[src/rtl/posit_arb_pkg.sv]
// Shared types and constants for the posit adder arbiter.
// Occupancy encoding matches {s1_valid, s2_valid}.
package posit_arb_pkg;

  localparam int N_DEF    = 32;
  localparam int ES_DEF   = 4;
  localparam int NREQ_DEF = 2;

  typedef enum logic [1:0] {
    EMPTY   = 2'b00,
    S2_ONLY = 2'b01,
    S1_ONLY = 2'b10,
    FULL    = 2'b11
  } occ_t;

  localparam logic [N_DEF-1:0] POSIT_NAR =
    {1'b1, {(N_DEF-1){1'b0}}};
  localparam logic [N_DEF-1:0] POSIT_ZERO = '0;

  function automatic occ_t occ_of(
    input logic s1,
    input logic s2
  );
    return occ_t'({s1, s2});
  endfunction

endpackage

[src/rtl/Posit_Adder.sv]
// Combinational posit<N,ES> adder, round to nearest even.
// Results saturate at maxpos/minpos; NaR propagates.
module Posit_Adder #(
  parameter int N  = 32,
  parameter int ES = 4
) (
  input  logic [N-1:0] IN1,
  input  logic [N-1:0] IN2,
  output logic [N-1:0] OUT
);

  localparam int FW = N - ES;
  localparam int MW = FW + 1;
  localparam int AW = 2 * MW + 2;
  localparam int TW = N + ES + AW;

  localparam logic [N-1:0] NAR  = {1'b1, {(N-1){1'b0}}};
  localparam logic [N-1:0] MAXP = {1'b0, {(N-1){1'b1}}};
  localparam logic [N-1:0] MINP = {{(N-1){1'b0}}, 1'b1};

  typedef struct packed {
    logic               sgn;
    logic signed [15:0] scl;
    logic [MW-1:0]      man;
  } dec_t;

  function automatic dec_t decode(input logic [N-1:0] p);
    dec_t         d;
    logic [N-1:0] v;
    logic [N-1:0] rem;
    logic         rb;
    logic         stop;
    int           run;
    int           k;
    v    = p[N-1] ? -p : p;
    rb   = v[N-2];
    run  = 0;
    stop = 1'b0;
    for (int i = N - 2; i >= 0; i--) begin
      if (!stop && v[i] == rb) run++;
      else stop = 1'b1;
    end
    rem   = v << (run + 2);
    k     = rb ? run - 1 : -run;
    d.sgn = p[N-1];
    d.scl = 16'(k * (2**ES) + int'(rem[N-1 -: ES]));
    d.man = {1'b1, rem[N-ES-1:0]};
    return d;
  endfunction

  function automatic int lzc(input logic [AW-1:0] x);
    int   n;
    logic stop;
    n    = 0;
    stop = 1'b0;
    for (int i = AW - 1; i >= 0; i--) begin
      if (!stop && !x[i]) n++;
      else stop = 1'b1;
    end
    return n;
  endfunction

  dec_t          da, db, dl, ds;
  logic          a_big;
  logic [AW-1:0] xl, xs, sum, msk;
  logic [AW-2:0] norm;
  logic [TW-1:0] xt;
  logic [N-2:0]  body;
  logic [N-1:0]  res;
  logic [ES-1:0] e;
  logic          stk, g, rnd;
  int            diff, sh, scl, k, run;

  always_comb begin
    da    = decode(IN1);
    db    = decode(IN2);
    a_big = ($signed(da.scl) > $signed(db.scl)) ||
            ((da.scl == db.scl) && (da.man >= db.man));
    dl    = a_big ? da : db;
    ds    = a_big ? db : da;
    diff  = int'($signed(dl.scl)) - int'($signed(ds.scl));
    xl    = {1'b0, dl.man, {(AW-MW-1){1'b0}}};
    xs    = {1'b0, ds.man, {(AW-MW-1){1'b0}}};
    msk   = '0;
    if (diff >= AW) begin
      stk = 1'b1;
      xs  = '0;
    end else begin
      msk = ~({AW{1'b1}} << diff);
      stk = |(xs & msk);
      xs  = xs >> diff;
    end
    xs[0] = xs[0] | stk;
    sum   = (dl.sgn == ds.sgn) ? xl + xs : xl - xs;
    sh    = lzc(sum);
    norm  = (AW-1)'(sum << sh);
    scl   = int'($signed(dl.scl)) + 1 - sh;
    k     = scl >>> ES;
    e     = scl[ES-1:0];
    // Regime run fills from the left with its own bit value.
    run   = (k >= 0) ? k + 1 : -k;
    xt    = {(k < 0), e, norm, {N{1'b0}}};
    xt    = xt >> run;
    if (k >= 0) xt = xt | ~({TW{1'b1}} >> run);
    body  = xt[TW-1 -: N-1];
    g     = xt[TW-N];
    stk   = |xt[TW-N-1:0];
    rnd   = g & (body[0] | stk);
    res   = {1'b0, body + (N-1)'(rnd)};
    if (k >= N - 2) res = MAXP;
    else if (k <= -(N - 1)) res = MINP;
    if (IN1 == NAR || IN2 == NAR) OUT = NAR;
    else if (IN1 == '0) OUT = IN2;
    else if (IN2 == '0) OUT = IN1;
    else if (sum == '0) OUT = '0;
    else OUT = dl.sgn ? -res : res;
  end

endmodule

[src/rtl/posit_rr_arbiter.sv]
// Round-robin pick starting at ptr; grant only when enabled.
// idx reports the winner even when the grant is suppressed.
module posit_rr_arbiter #(
  parameter int NREQ = 2,
  localparam int IDW = $clog2(NREQ)
) (
  input  logic [NREQ-1:0] req,
  input  logic [IDW-1:0]  ptr,
  input  logic            en,
  output logic [NREQ-1:0] gnt,
  output logic [IDW-1:0]  idx
);

  logic           hit;
  logic [IDW-1:0] j;

  always_comb begin
    gnt = '0;
    idx = '0;
    hit = 1'b0;
    j   = '0;
    for (int i = 0; i < NREQ; i++) begin
      j = IDW'((int'(ptr) + i) % NREQ);
      if (!hit && req[j]) begin
        hit = 1'b1;
        idx = j;
      end
    end
    if (en && hit) gnt[idx] = 1'b1;
  end

endmodule

[src/rtl/posit_add_arbiter.sv]
// Shares one posit adder among NREQ requesters through
// a two-stage pipeline with round-robin operand grants.
module posit_add_arbiter
  import posit_arb_pkg::*;
#(
  parameter int N    = N_DEF,
  parameter int ES   = ES_DEF,
  parameter int NREQ = NREQ_DEF,
  localparam int IDW = $clog2(NREQ)
) (
  input  logic                   clock,
  input  logic                   nreset,
  input  logic [NREQ-1:0]        req_valid,
  output logic [NREQ-1:0]        req_ready,
  input  logic [NREQ-1:0][N-1:0] req_a,
  input  logic [NREQ-1:0][N-1:0] req_b,
  output logic [NREQ-1:0]        rsp_valid,
  input  logic [NREQ-1:0]        rsp_ready,
  output logic [N-1:0]           rsp_sum,
  output logic                   busy,
  output logic [15:0]            ops_done
);

  logic           s1_valid_q, s1_valid_d;
  logic [N-1:0]   s1_a_q, s1_a_d;
  logic [N-1:0]   s1_b_q, s1_b_d;
  logic [IDW-1:0] s1_id_q, s1_id_d;
  logic           s2_valid_q, s2_valid_d;
  logic [N-1:0]   s2_sum_q, s2_sum_d;
  logic [IDW-1:0] s2_id_q, s2_id_d;
  logic [IDW-1:0] rr_ptr_q, rr_ptr_d;
  logic [15:0]    ops_done_q, ops_done_d;

  occ_t           occ;
  logic           s2_free, s1_adv, s1_free;
  logic           arb_en, acc, rsp_fire;
  logic [NREQ-1:0] gnt;
  logic [IDW-1:0] gnt_idx;
  logic [N-1:0]   add_sum;

  posit_rr_arbiter #(.NREQ(NREQ)) u_arb (
    .req (req_valid),
    .ptr (rr_ptr_q),
    .en  (arb_en),
    .gnt (gnt),
    .idx (gnt_idx)
  );

  Posit_Adder #(.N(N), .ES(ES)) u_add (
    .IN1 (s1_a_q),
    .IN2 (s1_b_q),
    .OUT (add_sum)
  );

  always_comb begin
    occ      = occ_of(s1_valid_q, s2_valid_q);
    s2_free  = !s2_valid_q || rsp_ready[s2_id_q];
    s1_adv   = s1_valid_q && s2_free;
    s1_free  = !s1_valid_q || s1_adv;
    rsp_fire = s2_valid_q && rsp_ready[s2_id_q];
    // Holding reset keeps req_ready low even with requests pending.
    arb_en   = s1_free && nreset;
    acc      = |gnt;
  end

  always_comb begin
    s1_valid_d = s1_valid_q;
    s1_a_d     = s1_a_q;
    s1_b_d     = s1_b_q;
    s1_id_d    = s1_id_q;
    s2_valid_d = s2_valid_q;
    s2_sum_d   = s2_sum_q;
    s2_id_d    = s2_id_q;
    rr_ptr_d   = rr_ptr_q;
    ops_done_d = ops_done_q + 16'(rsp_fire);
    if (acc) begin
      s1_valid_d = 1'b1;
      s1_a_d     = req_a[gnt_idx];
      s1_b_d     = req_b[gnt_idx];
      s1_id_d    = gnt_idx;
      rr_ptr_d   = (int'(gnt_idx) == NREQ - 1) ?
                   '0 : gnt_idx + IDW'(1);
    end else if (s1_adv) begin
      s1_valid_d = 1'b0;
    end
    if (s1_adv) begin
      s2_valid_d = 1'b1;
      s2_sum_d   = add_sum;
      s2_id_d    = s1_id_q;
    end else if (rsp_fire) begin
      s2_valid_d = 1'b0;
    end
  end

  always_ff @(posedge clock or negedge nreset) begin
    if (!nreset) begin
      s1_valid_q <= 1'b0;
      s1_a_q     <= '0;
      s1_b_q     <= '0;
      s1_id_q    <= '0;
      s2_valid_q <= 1'b0;
      s2_sum_q   <= N'(POSIT_ZERO);
      s2_id_q    <= '0;
      rr_ptr_q   <= '0;
      ops_done_q <= '0;
    end else begin
      s1_valid_q <= s1_valid_d;
      s1_a_q     <= s1_a_d;
      s1_b_q     <= s1_b_d;
      s1_id_q    <= s1_id_d;
      s2_valid_q <= s2_valid_d;
      s2_sum_q   <= s2_sum_d;
      s2_id_q    <= s2_id_d;
      rr_ptr_q   <= rr_ptr_d;
      ops_done_q <= ops_done_d;
    end
  end

  assign req_ready = gnt;
  assign rsp_valid = NREQ'(s2_valid_q) << s2_id_q;
  assign rsp_sum   = s2_sum_q;
  assign busy      = (occ != EMPTY);
  assign ops_done  = ops_done_q;

endmodule

[config.mk]
export PLATFORM = sky130hd
export DESIGN_NAME = posit_add_arbiter
export DESIGN_NICKNAME = d
export VERILOG_FILES = /design/src/rtl/posit_arb_pkg.sv /design/src/rtl/Posit_Adder.sv /design/src/rtl/posit_rr_arbiter.sv /design/src/rtl/posit_add_arbiter.sv
export SDC_FILE = /design/constraint.sdc
export NUM_CORES = 2
export LEC_CHECK = 0
export ABC_AREA = 1
export CAP_MARGIN = 0
export CORE_AREA = 2 2 381 383
export CTS_CLUSTER_SIZE = 14
export DETAILED_ROUTE_END_ITERATION = 12
export DIE_AREA = 0 0 383 385
export PLACE_DENSITY = 0.61
export SLEW_MARGIN = 30
export SYNTH_ARGS = -nofsm -noshare
export SYNTH_HDL_FRONTEND = slang
export SYNTH_SLANG_ARGS = --single-unit
[constraint.sdc]
create_clock -name clock -period 87.9 [get_ports clock]
set_input_delay 17.58 -clock clock [delete_from_list [all_inputs] [get_ports clock]]
set_output_delay 17.58 -clock clock [all_outputs]
set_load 0.005 [all_outputs]
==> flow_summary.json <==
{
  "ys.flop_type": "dfrtp_1",
  "tightest_slew_ps": 1027,
  "met2_length_um": 91480,
  "critPathArrivalTime_ps": 71510,
  "hold_violations": 0,
  "dp_hpwl_um": 166600,
  "synth_edf_count": 0,
  "grt_usage_pct": 26.11,
  "rsz0062_at_grt": "false",
  "fin_tns_setup_ps": 0,
  "grt_overflow_total": 0,
  "drt-total-wl_um": 199000,
  "final_common_cell": "nand2_1",
  "die_width_um": 383,
  "wl_met3_um": 11850,
  "place_inst": 11960,
  "hold_buffers": 0,
  "row_count": 139,
  "grt_pass1_wl_um": 315200,
  "hold_path.class": "reg2reg",
  "max-slew-margin-rel_pct": 30.83,
  "num_io_pins": 187,
  "clockBufferDepth": 2,
  "antennaDiodeCount": 0,
  "final_cell_mix": "nand2_1 (3567), inv_1 (1049), nand3_1 (940), nor2_1 (703), nand2_2 (493)",
  "avgRoutedWirePerCell_um": 16.59,
  "wl_met1_um": 85420,
  "max_freq_mhz": 14.06,
  "post_cts_buffers": 0,
  "clock_sinks": 117,
  "numCtsBuffers": 17,
  "avgSynthCellArea_um2": 5.614,
  "initial_core_util_pct": 39.78,
  "cap_violations": 0,
  "endpoint_kind": "register",
  "status": "completed",
  "coreArea_um2": 143100,
  "via_per_inst": 5.297,
  "htreeDepth": 4,
  "synth_cell_types": 108,
  "cpMostUsedCell": "nand2_1",
  "finalMaxSlewViolations": 0,
  "crit_required_ps": 88280,
  "dieHeight_um": 385,
  "gp_congestion": 1.030,
  "fin_worst_skew_ps": 14.64,
  "stdcell_count": 11990,
  "grt_max_degree": 101,
  "cts_tree": "done",
  "first_global_vias": 59100,
  "antenna_found_initial": 0,
  "antenna_left": 0,
  "top_layer": "met4",
  "path_clk_slew_ps": 60,
  "criticalPathCategory": "reg2reg",
  "remaining_drc_errors": 0,
  "area_growth_pct": 3.215,
  "ff_latch_area_um2": 2928,
  "async_flop_share_pct": 100.0,
  "drt_first_pass_iters": 7,
  "synth_seq_cells": 117,
  "finalCriticalPeriod_ps": 71130,
  "yosys_warnings": 0,
  "postCtsResizedCells": 0,
  "drtIter0Drc": 5140,
  "syn_inst": 10140,
  "clk-insertion-delay-late_ps": 440,
  "cp_slowest_cell": "o21a_1",
  "cts_root_buf": "clkbuf_16",
  "port_buffers": 186,
  "synth_area_um2": 56930,
  "fillCellCount": 16010,
  "slowest_delay_ps": 740,
  "period_share_pct": 80.92,
  "critPathMaxFanout": 46,
  "dieArea_um2": 147500,
  "fin_nets": 10500,
  "finalSetupViolCount": 0,
  "critPathLaunchType": "register",
  "vias": 63510,
  "drive_gt1_share_pct": 15.25,
  "multi_input_area_um2": 45490,
  "ys_seq_area_share_pct": 5.143
}
==> logic make-up after synthesis <==
family	share of synthesized area, %
compound gates	11.39
xor+xnor	3.134
fa+ha+maj	6.444
buf+inv	15.21
flops	5.143
mux	0.1055
other cells	0.006587
simple gates	58.56
==> path summary, 6_finish.rpt <==
check | cells past startpoint | from | end | slack, ps
max | 453 | s1_b_q[1] | rsp_sum[24] | 16770
min reg2reg | 1 | ops_done[15] | ops_done[15] | 470
max in group asynchronous | 3 | nreset | s1_b_q[31] | 69520
max reg2reg | 453 | s1_b_q[1] | rsp_sum[24] | 16770
min | 1 | ops_done[15] | ops_done[15] | 470
min in group asynchronous | 1 | nreset | ops_done[0] | 17130
==> layer usage <==
metal  up-vias  GRT usage [%]
met3       393          2.661
met5         -              0
met2      1972          44.77
li1      32540              -
met4         0          11.43
met1     28610          33.02
==> cells in the mapped netlist (10+ instances only) <==
library cell / instances / share of area (%)
buf_6: 32 / 0.63
a32o_1: 10 / 0.18
o21ai_0: 361 / 3.2
or2_1: 20 / 0.22
nand4_2: 21 / 0.46
o211ai_1: 111 / 1.5
nand3_1: 940 / 8.3
a21oi_2: 13 / 0.20
clkbuf_1: 65 / 0.43
nor4_1: 18 / 0.20
xor2_1: 173 / 2.7
inv_4: 16 / 0.18
o21ai_1: 102 / 0.90
inv_2: 126 / 0.83
nor2_4: 67 / 1.3
and2_1: 18 / 0.20
nand3b_1: 27 / 0.36
inv_1: 1057 / 7.0
or2_2: 40 / 0.44
o21ai_2: 35 / 0.54
o22ai_1: 17 / 0.19
nand4_1: 267 / 2.9
nand2_2: 493 / 5.4
o31ai_1: 20 / 0.26
nand2_4: 117 / 2.3
clkinv_1: 38 / 0.25
a21o_1: 10 / 0.13
o21a_1: 15 / 0.20
a31oi_1: 30 / 0.33
clkbuf_8: 180 / 4.4
nor3_1: 85 / 0.75
a21oi_1: 236 / 2.1
nand2_1: 3568 / 24
o221ai_1: 17 / 0.26
nand3_2: 220 / 3.9
xnor2_1: 22 / 0.34
nand3_4: 20 / 0.62
nor2_1: 706 / 4.7
dfrtp_1: 117 / 5.1
o21bai_1: 10 / 0.13
nor2_2: 155 / 1.7
ha_1: 290 / 6.4
buf_1: 22 / 0.15
buf_4: 26 / 0.34
==> flip-flops by register name (all words and copies together), names as in the netlist <==
| register | cells |
|---|---|
| rsp_sum | 32 |
| s1_a_q | 32 |
| s1_b_q | 32 |
| ops_done | 16 |
| rr_ptr_q | 1 |
| s1_id_q | 1 |
| s1_valid_q | 1 |
| s2_id_q | 1 |
| s2_valid_q | 1 |
==> through the flow <==
step | setup slack [ps] | util [%] | instance area (um2) | hold slack, ps
2_1_floorplan | 27340 | - | 57000 | 468.1
3_3_place_gp | 18340 | 40.56 | 58060 | 467.4
3_5_place_dp | 17420 | 40.60 | 58110 | 465.5
4_1_cts | 17220 | 41.05 | 58760 | 476.9
5_1_grt | 10470 | 41.06 | 58760 | 515.7
6_report | 16770 | 41.06 | 58760 | 473.7
==> final cells by class <==
cell class | count | area share, %
Inverter | 1258 | 8.368
Multi-Input combinational cell | 8427 | 77.42
Clock buffer | 18 | 0.7303
Timing Repair Buffer | 253 | 4.075
Clock inverter | 14 | 0.3769
Tap cell | 1903 | 4.052
Sequential cell | 117 | 4.982
==> worst max-delay path: cells and delay by family (launching register included) <==
kind	cells	cell delay (ps)
buffers and inverters	42	6010
AND/OR/NAND/NOR	270	28260
flip-flops	1	380
adder cells (fa/ha/maj)	89	25870
AO/OA/AOI/OAI	49	9870
XOR/XNOR	3	460
Power is not shown: default switching activity piles up to over one toggle a cycle in this logic, so the estimate is an artifact.
